<file path="config.mk">
export PLATFORM = sky130hd
export DESIGN_NAME = result_serial_tx_flat
export DESIGN_NICKNAME = d
export VERILOG_FILES = /design/src/rtl/result_tx_pkg.sv /design/src/rtl/result_serial_tx_if.sv /design/src/rtl/result_tx_fifo.sv /design/src/rtl/result_serial_tx.sv /design/src/flat_wrapper.sv
export SDC_FILE = /design/constraint.sdc
export NUM_CORES = 1
export LEC_CHECK = 0
export CAP_MARGIN = 20
export CORE_UTILIZATION = 45
export CTS_BUF_LIST = sky130_fd_sc_hd__clkbuf_8
export CTS_CLUSTER_SIZE = 28
export DETAILED_ROUTE_END_ITERATION = 8
export PLACE_DENSITY = 0.64
export SLEW_MARGIN = 30
export SYNTH_ARGS = -nofsm -noshare
export SYNTH_HDL_FRONTEND = slang
export SYNTH_SLANG_ARGS = --single-unit
export TNS_END_PERCENT = 10
</file>
<file path="constraint.sdc">
create_clock -name clk -period 2.2 [get_ports clk]
set_input_delay 0.33 -clock clk [delete_from_list [all_inputs] [get_ports clk]]
set_output_delay 0.33 -clock clk [all_outputs]
set_load 0.1 [all_outputs]
</file>
<file path="src/rtl/result_tx_pkg.sv">
// Shared types and default sizing for the result serial transmitter.
package result_tx_pkg;
  localparam int RTX_DATAWIDTH = 4;
  localparam int RTX_DEPTH     = 8;

  typedef enum logic [1:0] {
    IDLE   = 2'd0,
    SHIFT  = 2'd1,
    PARITY = 2'd2
  } state_t;
endpackage

</file>
<file path="src/rtl/result_serial_tx_if.sv">
// Engine/host-facing signal bundle for result_serial_tx; the slave modport is the transmitter side.
interface result_serial_tx_if import result_tx_pkg::*; #(
  parameter int DATAWIDTH = RTX_DATAWIDTH,
  parameter int ADDRWIDTH = $clog2(RTX_DEPTH)
);
  logic [DATAWIDTH-1:0] data_in;
  logic                 data_valid;
  logic                 clear;
  logic                 sclk_in;
  logic                 sdo;
  logic                 busy;
  logic                 empty;
  logic                 full;
  logic [ADDRWIDTH:0]   fill_level;
  logic                 overflow;

  modport master (
    output data_in, data_valid, clear, sclk_in,
    input  sdo, busy, empty, full, fill_level, overflow
  );

  modport slave (
    input  data_in, data_valid, clear, sclk_in,
    output sdo, busy, empty, full, fill_level, overflow
  );
endinterface

</file>
<file path="src/rtl/result_tx_fifo.sv">
// Pointer/count FIFO: combinational head read, registered flags and level; caller never pushes when full
// unless popping in the same cycle. Also exposes next-cycle emptiness so the sender can register sdo against it.
module result_tx_fifo import result_tx_pkg::*; #(
  parameter int DATAWIDTH = RTX_DATAWIDTH,
  parameter int DEPTH     = RTX_DEPTH,
  parameter int ADDRWIDTH = $clog2(DEPTH)
) (
  input  logic                 clk,
  input  logic                 rst_n,
  input  logic                 clear,
  input  logic                 push,
  input  logic [DATAWIDTH-1:0] push_data,
  input  logic                 pop,
  output logic [DATAWIDTH-1:0] head,
  output logic                 empty,
  output logic                 empty_next,
  output logic                 full,
  output logic [ADDRWIDTH:0]   level
);
  localparam logic [ADDRWIDTH:0] ONE      = (ADDRWIDTH+1)'(1);
  localparam logic [ADDRWIDTH:0] FULL_LVL = (ADDRWIDTH+1)'(DEPTH);

  logic [DATAWIDTH-1:0] mem [DEPTH];
  logic [ADDRWIDTH-1:0] wr_ptr, rd_ptr;
  logic [ADDRWIDTH:0]   level_next;

  assign head = mem[rd_ptr];

  always_comb begin
    level_next = level;
    if (clear)
      level_next = '0;
    else if (push && !pop)
      level_next = level + ONE;
    else if (pop && !push)
      level_next = level - ONE;
  end

  assign empty_next = (level_next == '0);

  always_ff @(posedge clk) begin
    if (push && !clear)
      mem[wr_ptr] <= push_data;
  end

  // Power-of-two depth lets the pointers wrap on natural overflow.
  always_ff @(posedge clk or negedge rst_n) begin
    if (!rst_n) begin
      wr_ptr <= '0;
      rd_ptr <= '0;
      level  <= '0;
      empty  <= 1'b1;
      full   <= 1'b0;
    end else begin
      level <= level_next;
      empty <= empty_next;
      full  <= (level_next == FULL_LVL);
      if (clear) begin
        wr_ptr <= '0;
        rd_ptr <= '0;
      end else begin
        if (push) wr_ptr <= wr_ptr + 1'b1;
        if (pop)  rd_ptr <= rd_ptr + 1'b1;
      end
    end
  end
endmodule

</file>
<file path="src/rtl/result_serial_tx.sv">
// Buffers result words and shifts them MSB-first to the host, one bit per synchronized sclk_in rise (3 clk rise-to-effect).
// Optional even-parity bit after each word when RESULT_TX_PARITY_EN is defined.
module result_serial_tx import result_tx_pkg::*; #(
  parameter int DATAWIDTH = RTX_DATAWIDTH,
  parameter int DEPTH     = RTX_DEPTH,
  parameter int ADDRWIDTH = $clog2(DEPTH)
) (
  input logic               clk,
  input logic               rst_n,
  result_serial_tx_if.slave bus
);
  localparam int CNTW = (DATAWIDTH > 1) ? $clog2(DATAWIDTH) : 1;

  logic                 s_meta, s_sync, s_prev, rise;
  state_t               state, state_next;
  logic [DATAWIDTH-1:0] shreg, shreg_next;
  logic [CNTW-1:0]      cnt, cnt_next;
  logic                 sdo_next, busy_next;
  logic                 pop, push, drop;
  logic                 overflow_q, sdo_q, busy_q;
  logic [DATAWIDTH-1:0] head;
  logic                 fifo_empty, fifo_empty_next, fifo_full;
  logic [ADDRWIDTH:0]   fifo_level;
`ifdef RESULT_TX_PARITY_EN
  logic                 par, par_next;
`endif

  assign rise = s_sync & ~s_prev;
  assign push = bus.data_valid & (~fifo_full | pop) & ~bus.clear;
  assign drop = bus.data_valid & fifo_full & ~pop & ~bus.clear;

  result_tx_fifo #(
    .DATAWIDTH(DATAWIDTH), .DEPTH(DEPTH), .ADDRWIDTH(ADDRWIDTH)
  ) u_fifo (
    .clk(clk), .rst_n(rst_n), .clear(bus.clear),
    .push(push), .push_data(bus.data_in), .pop(pop),
    .head(head), .empty(fifo_empty), .empty_next(fifo_empty_next),
    .full(fifo_full), .level(fifo_level)
  );

  always_ff @(posedge clk or negedge rst_n) begin
    if (!rst_n) begin
      s_meta     <= 1'b0;
      s_sync     <= 1'b0;
      s_prev     <= 1'b0;
      state      <= IDLE;
      shreg      <= '0;
      cnt        <= '0;
      sdo_q      <= 1'b0;
      busy_q     <= 1'b0;
      overflow_q <= 1'b0;
`ifdef RESULT_TX_PARITY_EN
      par        <= 1'b0;
`endif
    end else begin
      s_meta     <= bus.sclk_in;
      s_sync     <= s_meta;
      s_prev     <= s_sync;
      state      <= state_next;
      shreg      <= shreg_next;
      cnt        <= cnt_next;
      sdo_q      <= sdo_next;
      busy_q     <= busy_next;
      overflow_q <= bus.clear ? 1'b0 : (overflow_q | drop);
`ifdef RESULT_TX_PARITY_EN
      par        <= par_next;
`endif
    end
  end

  always_comb begin
    state_next = state;
    shreg_next = shreg;
    cnt_next   = cnt;
    pop        = 1'b0;
`ifdef RESULT_TX_PARITY_EN
    par_next   = par;
`endif
    if (bus.clear) begin
      state_next = IDLE;
    end else if (rise) begin
      case (state)
        IDLE: if (!fifo_empty) begin
          pop        = 1'b1;
          shreg_next = head;
          cnt_next   = CNTW'(DATAWIDTH - 1);
          state_next = SHIFT;
`ifdef RESULT_TX_PARITY_EN
          par_next   = ^head;
`endif
        end
        SHIFT: if (cnt != '0) begin
          shreg_next = shreg << 1;
          cnt_next   = cnt - 1'b1;
        end else begin
`ifdef RESULT_TX_PARITY_EN
          state_next = PARITY;
`else
          state_next = IDLE;
`endif
        end
        default: state_next = IDLE;
      endcase
    end
  end

  // sdo is registered from the next state so it lines up with busy and the FIFO flags.
  always_comb begin
    sdo_next  = 1'b0;
    busy_next = 1'b0;
    case (state_next)
      IDLE:  sdo_next = ~fifo_empty_next;
      SHIFT: begin
        sdo_next  = shreg_next[DATAWIDTH-1];
        busy_next = 1'b1;
      end
`ifdef RESULT_TX_PARITY_EN
      PARITY: begin
        sdo_next  = par_next;
        busy_next = 1'b1;
      end
`endif
      default: sdo_next = 1'b0;
    endcase
  end

  assign bus.sdo        = sdo_q;
  assign bus.busy       = busy_q;
  assign bus.empty      = fifo_empty;
  assign bus.full       = fifo_full;
  assign bus.fill_level = fifo_level;
  assign bus.overflow   = overflow_q;
endmodule

</file>
<file path="src/flat_wrapper.sv">
// flat-port wrapper written by rule: the top's interface ports become plain ports
module result_serial_tx_flat import result_tx_pkg::*;
#(
  parameter int DATAWIDTH = RTX_DATAWIDTH,
  parameter int DEPTH     = RTX_DEPTH,
  parameter int ADDRWIDTH = $clog2(DEPTH)
)
  (clk, rst_n, bus_data_in, bus_data_valid, bus_clear, bus_sclk_in, bus_sdo, bus_busy, bus_empty, bus_full, bus_fill_level, bus_overflow);
  result_serial_tx_if #(.DATAWIDTH(DATAWIDTH), .ADDRWIDTH(ADDRWIDTH)) bus_i ();
  input logic clk;
  input logic rst_n;
  input wire logic [$bits(bus_i.data_in)-1:0] bus_data_in;
  input wire logic [$bits(bus_i.data_valid)-1:0] bus_data_valid;
  input wire logic [$bits(bus_i.clear)-1:0] bus_clear;
  input wire logic [$bits(bus_i.sclk_in)-1:0] bus_sclk_in;
  output wire logic [$bits(bus_i.sdo)-1:0] bus_sdo;
  output wire logic [$bits(bus_i.busy)-1:0] bus_busy;
  output wire logic [$bits(bus_i.empty)-1:0] bus_empty;
  output wire logic [$bits(bus_i.full)-1:0] bus_full;
  output wire logic [$bits(bus_i.fill_level)-1:0] bus_fill_level;
  output wire logic [$bits(bus_i.overflow)-1:0] bus_overflow;
  assign bus_i.data_in = bus_data_in;
  assign bus_i.data_valid = bus_data_valid;
  assign bus_i.clear = bus_clear;
  assign bus_i.sclk_in = bus_sclk_in;
  assign bus_sdo = bus_i.sdo;
  assign bus_busy = bus_i.busy;
  assign bus_empty = bus_i.empty;
  assign bus_full = bus_i.full;
  assign bus_fill_level = bus_i.fill_level;
  assign bus_overflow = bus_i.overflow;
  result_serial_tx #(.DATAWIDTH(DATAWIDTH), .DEPTH(DEPTH), .ADDRWIDTH(ADDRWIDTH)) u_core (.clk(clk), .rst_n(rst_n), .bus(bus_i));
endmodule
</file>
==> results of run 1 <==
cell type report:
class / instances / area [um2] / share of cell area, %
Sequential cell: 58 / 1620 / 50.2
Multi-Input combinational cell: 118 / 936 / 29.0
Timing Repair Buffer: 37 / 298 / 9.24
Clock inverter: 7 / 125 / 3.88
Clock buffer: 9 / 124 / 3.84
Tap cell: 72 / 90.1 / 2.80
Inverter: 9 / 33.8 / 1.05
registers in the layout, summed over array words and instances, names as in the netlist:
name	flops
u_core.u_fifo.empty	1
u_core.u_fifo.rd_ptr	3
u_core.cnt	2
u_core.u_fifo.level	4
u_core.shreg	4
u_core.bus.overflow	1
u_core.bus.sdo	1
u_core.s_meta	1
u_core.bus.busy	1
u_core.s_sync	1
u_core.s_prev	1
u_core.state	2
u_core.u_fifo.mem	32
u_core.u_fifo.full	1
u_core.u_fifo.wr_ptr	3
synthesized netlist by cell type, types with 4 or more instances:
master / n
mux4_2: 8
dfrtp_1: 25
mux2i_1: 6
edfxtp_1: 32
nand3_1: 4
ha_1: 5
nand2b_1: 6
a211oi_1: 7
inv_1: 8
buf_2: 5
nor2_1: 17
nand2_1: 12
a21oi_1: 6
routing by layer:
metal	GRT usage [%]	part of all wire [%]	vias to the layer above
met5	0	0	-
met1	26.9	48	817
met2	28.9	46	45
li1	-	-	795
met3	6.63	4.0	4
met4	7.22	1.0	0
report_power, final:
part           internal (mW)  total (mW)  switching (mW)
clock network          0.761        1.22           0.455
logic                  0.192       0.564           0.372
registers               1.24        1.32          0.0709
total                   2.20        3.10           0.898
how the worst max path moves through the flow:
stage,cells after the start,endpoint,startpoint,slack [ns]
CTS,5,u_core.u_fifo.mem[1][1],u_core.state[1],0.07
detailed placement,6,u_core.u_fifo.mem[1][2],bus_clear,-0.20
global placement,6,u_core.u_fifo.mem[1][3],bus_clear,-0.14
finish,5,u_core.u_fifo.mem[2][2],u_core.state[1],0.10
floorplan,5,u_core.u_fifo.mem[0][0],u_core.state[1],-0.03
global route,5,u_core.bus.sdo,u_core.state[0],-0.004
cells in the final DEF (no fill, tap or decap), drive strengths merged, types with 2 or more instances in the layout:
cell,synthesis,routed
nor3,5,5
buf,5,29
and2,2,2
or3,3,3
mux2i,6,6
nand2,13,13
clkinv,1,4
nor2,18,18
a211o,2,2
o21bai,2,2
nor2b,3,3
a21oi,6,6
o21ai,5,5
mux4,8,8
xor2,2,2
inv,8,9
edfxtp,32,32
a211oi,7,7
and3,2,2
bufinv,0,3
nand2b,6,6
clkdlybuf4s50,0,8
a21o,3,3
nor4,2,2
ha,5,5
xnor2,2,2
nand3,4,4
clkbuf,2,9
dfrtp,25,25
stage by stage:
| stage | worst slack, ns | hold WS, ns | power (mW) | cell area, um2 | TNS [ns] |
|---|---|---|---|---|---|
| 3_5_place_dp | -0.203 | 0.339 | 1.90 | 2960 | -4.91 |
| 5_1_grt | -0.00431 | 0.382 | 3.22 | 3220 | -0.00431 |
| 2_1_floorplan | -0.0264 | 0.0344 | 1.73 | 2610 | -0.105 |
| 4_1_cts | 0.0692 | 0.354 | 3.12 | 3210 | 0 |
| 3_3_place_gp | -0.141 | 0.332 | 1.88 | 2960 | -3.63 |
| 6_report | 0.103 | 0.352 | 3.10 | 3220 | 0 |
cell families (layout without fill, tap and decap cells):
kind of cell,count (synthesis),after routing,synth area share (%)
AND/OR/NAND/NOR,65,65,14.5
flip-flops,58,58,61.9
AO/OA/AOI/OAI,30,30,8.02
buffers and inverters,16,62,2.55
multiplexers,14,14,9.23
adder cells (fa/ha/maj),5,5,2.40
XOR/XNOR,4,4,1.35
critical path: cells and delay by family (launching register included):
family	cells	cell delay (ns)
AOI/OAI and AO/OA	1	0.21
DFF	1	0.48
and+or+nand+nor	4	1.07
==> results.toml, run 1 <==
[outcome]
status = "finished clean"

[setup_path]
reg2regPathDepth = 5
cpPeakStageDelay_ns = 0.48
ff2ff_setup_slack_ns = 0.10
crit-reg2reg-launch = "u_core.state[1]"
worstPathArrival_ns = 2.10
crit_chain = "nor4b_4 -> nand2_2 -> a21o_1 -> or3_4 -> nor2_1"
crit_required_ns = 2.20
r2r_end = "u_core.u_fifo.mem[2][2]"
worst_path_max_delay_cell = "dfrtp_2"
cp_max_fo = 7
crit_type = "flop to flop"
crit_path_start_kind = "flop"
endpoint_kind = "flop"

[placed_design]
place_congestion = 0.849
dp_hpwl_um = 3860
io_buffers = 17
place_inst = 294

[synth]
yosysWarnings = 0
synth_area_leaders = "edfxtp_1 37%, dfrtp_1 24%, mux4_2 6.9%, nor2_1 2.5%, ha_1 2.4%"
ys.flop_type = "edfxtp_1"
async_reset_ff_share_pct = 44.8
synth.largest_area_cell = "edfxtp_1"
synth_edf_count = 32
syn-instance-count = 192
ys_types = 46
synth.top_cell.area_share_pct = 36.9
syn_area_per_cell_um2 = 13.6
ys_ff_latch = 58
seq_area_frac_synth_pct = 61.9
netlist_area_um2 = 2600
syn-num-nets = 206

[grt]
grt_max_degree = 27
grt_pass1_wl_um = 8550
antenna_found_initial = 0
grt_overflow_total = 0
grt_usage_pct = 19.6
grt_pass1_vias = 1699

[cells_and_area]
fin_nets = 247
nFillCells = 450
n_antenna_cell = 0
syn_to_final_growth_pct = 23.8
layoutNonFillerInstCount = 310
final_core_util_pct = 58.2
drive_above_1_share_pct = 28.6

[run]
maxCapViolCount = 0

[route]
wl_per_cell_um = 17.1
first_iter_violations = 52
vias = 1661
routed_via_density = 5.36
remaining_drc_errors = 0
firstDrtPassIters = 4
ant_nets = 0
routed_wl_um = 5300

[worst_hold_path]
worstHoldStart = "u_core.s_meta"
min_to = "u_core.s_sync"
hold_path.class = "flop to flop"
whs_path_depth = 0

[clock_tree]
htree_levels = 3
clk_pin_slew_ns = 0.07
clockBufferDepth = 2
cts.sinks = 58
cts_tree = "built"
clock_latency_ns = 0.34
numCtsBuffers = 9
cts_hold_buffers = 0
cts-root-buf = "clkbuf_8"
post_cts_resized = 0
cts_setup_buffers = 0

[die]
initial_core_util_pct = 47.0
core_um2 = 5540
die_h_um = 78.1
ioPinCount = 18
dieArea_um2 = 6090
rows = 27
die_w_um = 78.1

[pwr]
vdd_drop_max_uv = 560
power.density_nw_per_um2 = 960
cellLeakagePower_nw = 1.27

[timing]
setup_viol = 0
relSlewSlack_pct = 66.7
worstMarginPinSlew_ns = 0.498
fin_crit_ns = 2.10
finalCritPeriodShare_pct = 95.3
hold_viol = 0
rsz0062_at_grt = "true"
finClkSkew_ns = 0.00418
drv_slew = 0
fmax_ghz = 0.477
(Power assumes the default switching activity.)
==> inputs of run 2 (changes only) <==
CTS_CLUSTER_DIAMETER = 100   (was not set)
SLEW_MARGIN = 20   (was 30)
==> results of run 2 <==
Same layout as run 1: the final DEF is identical, and so are final timing and power.
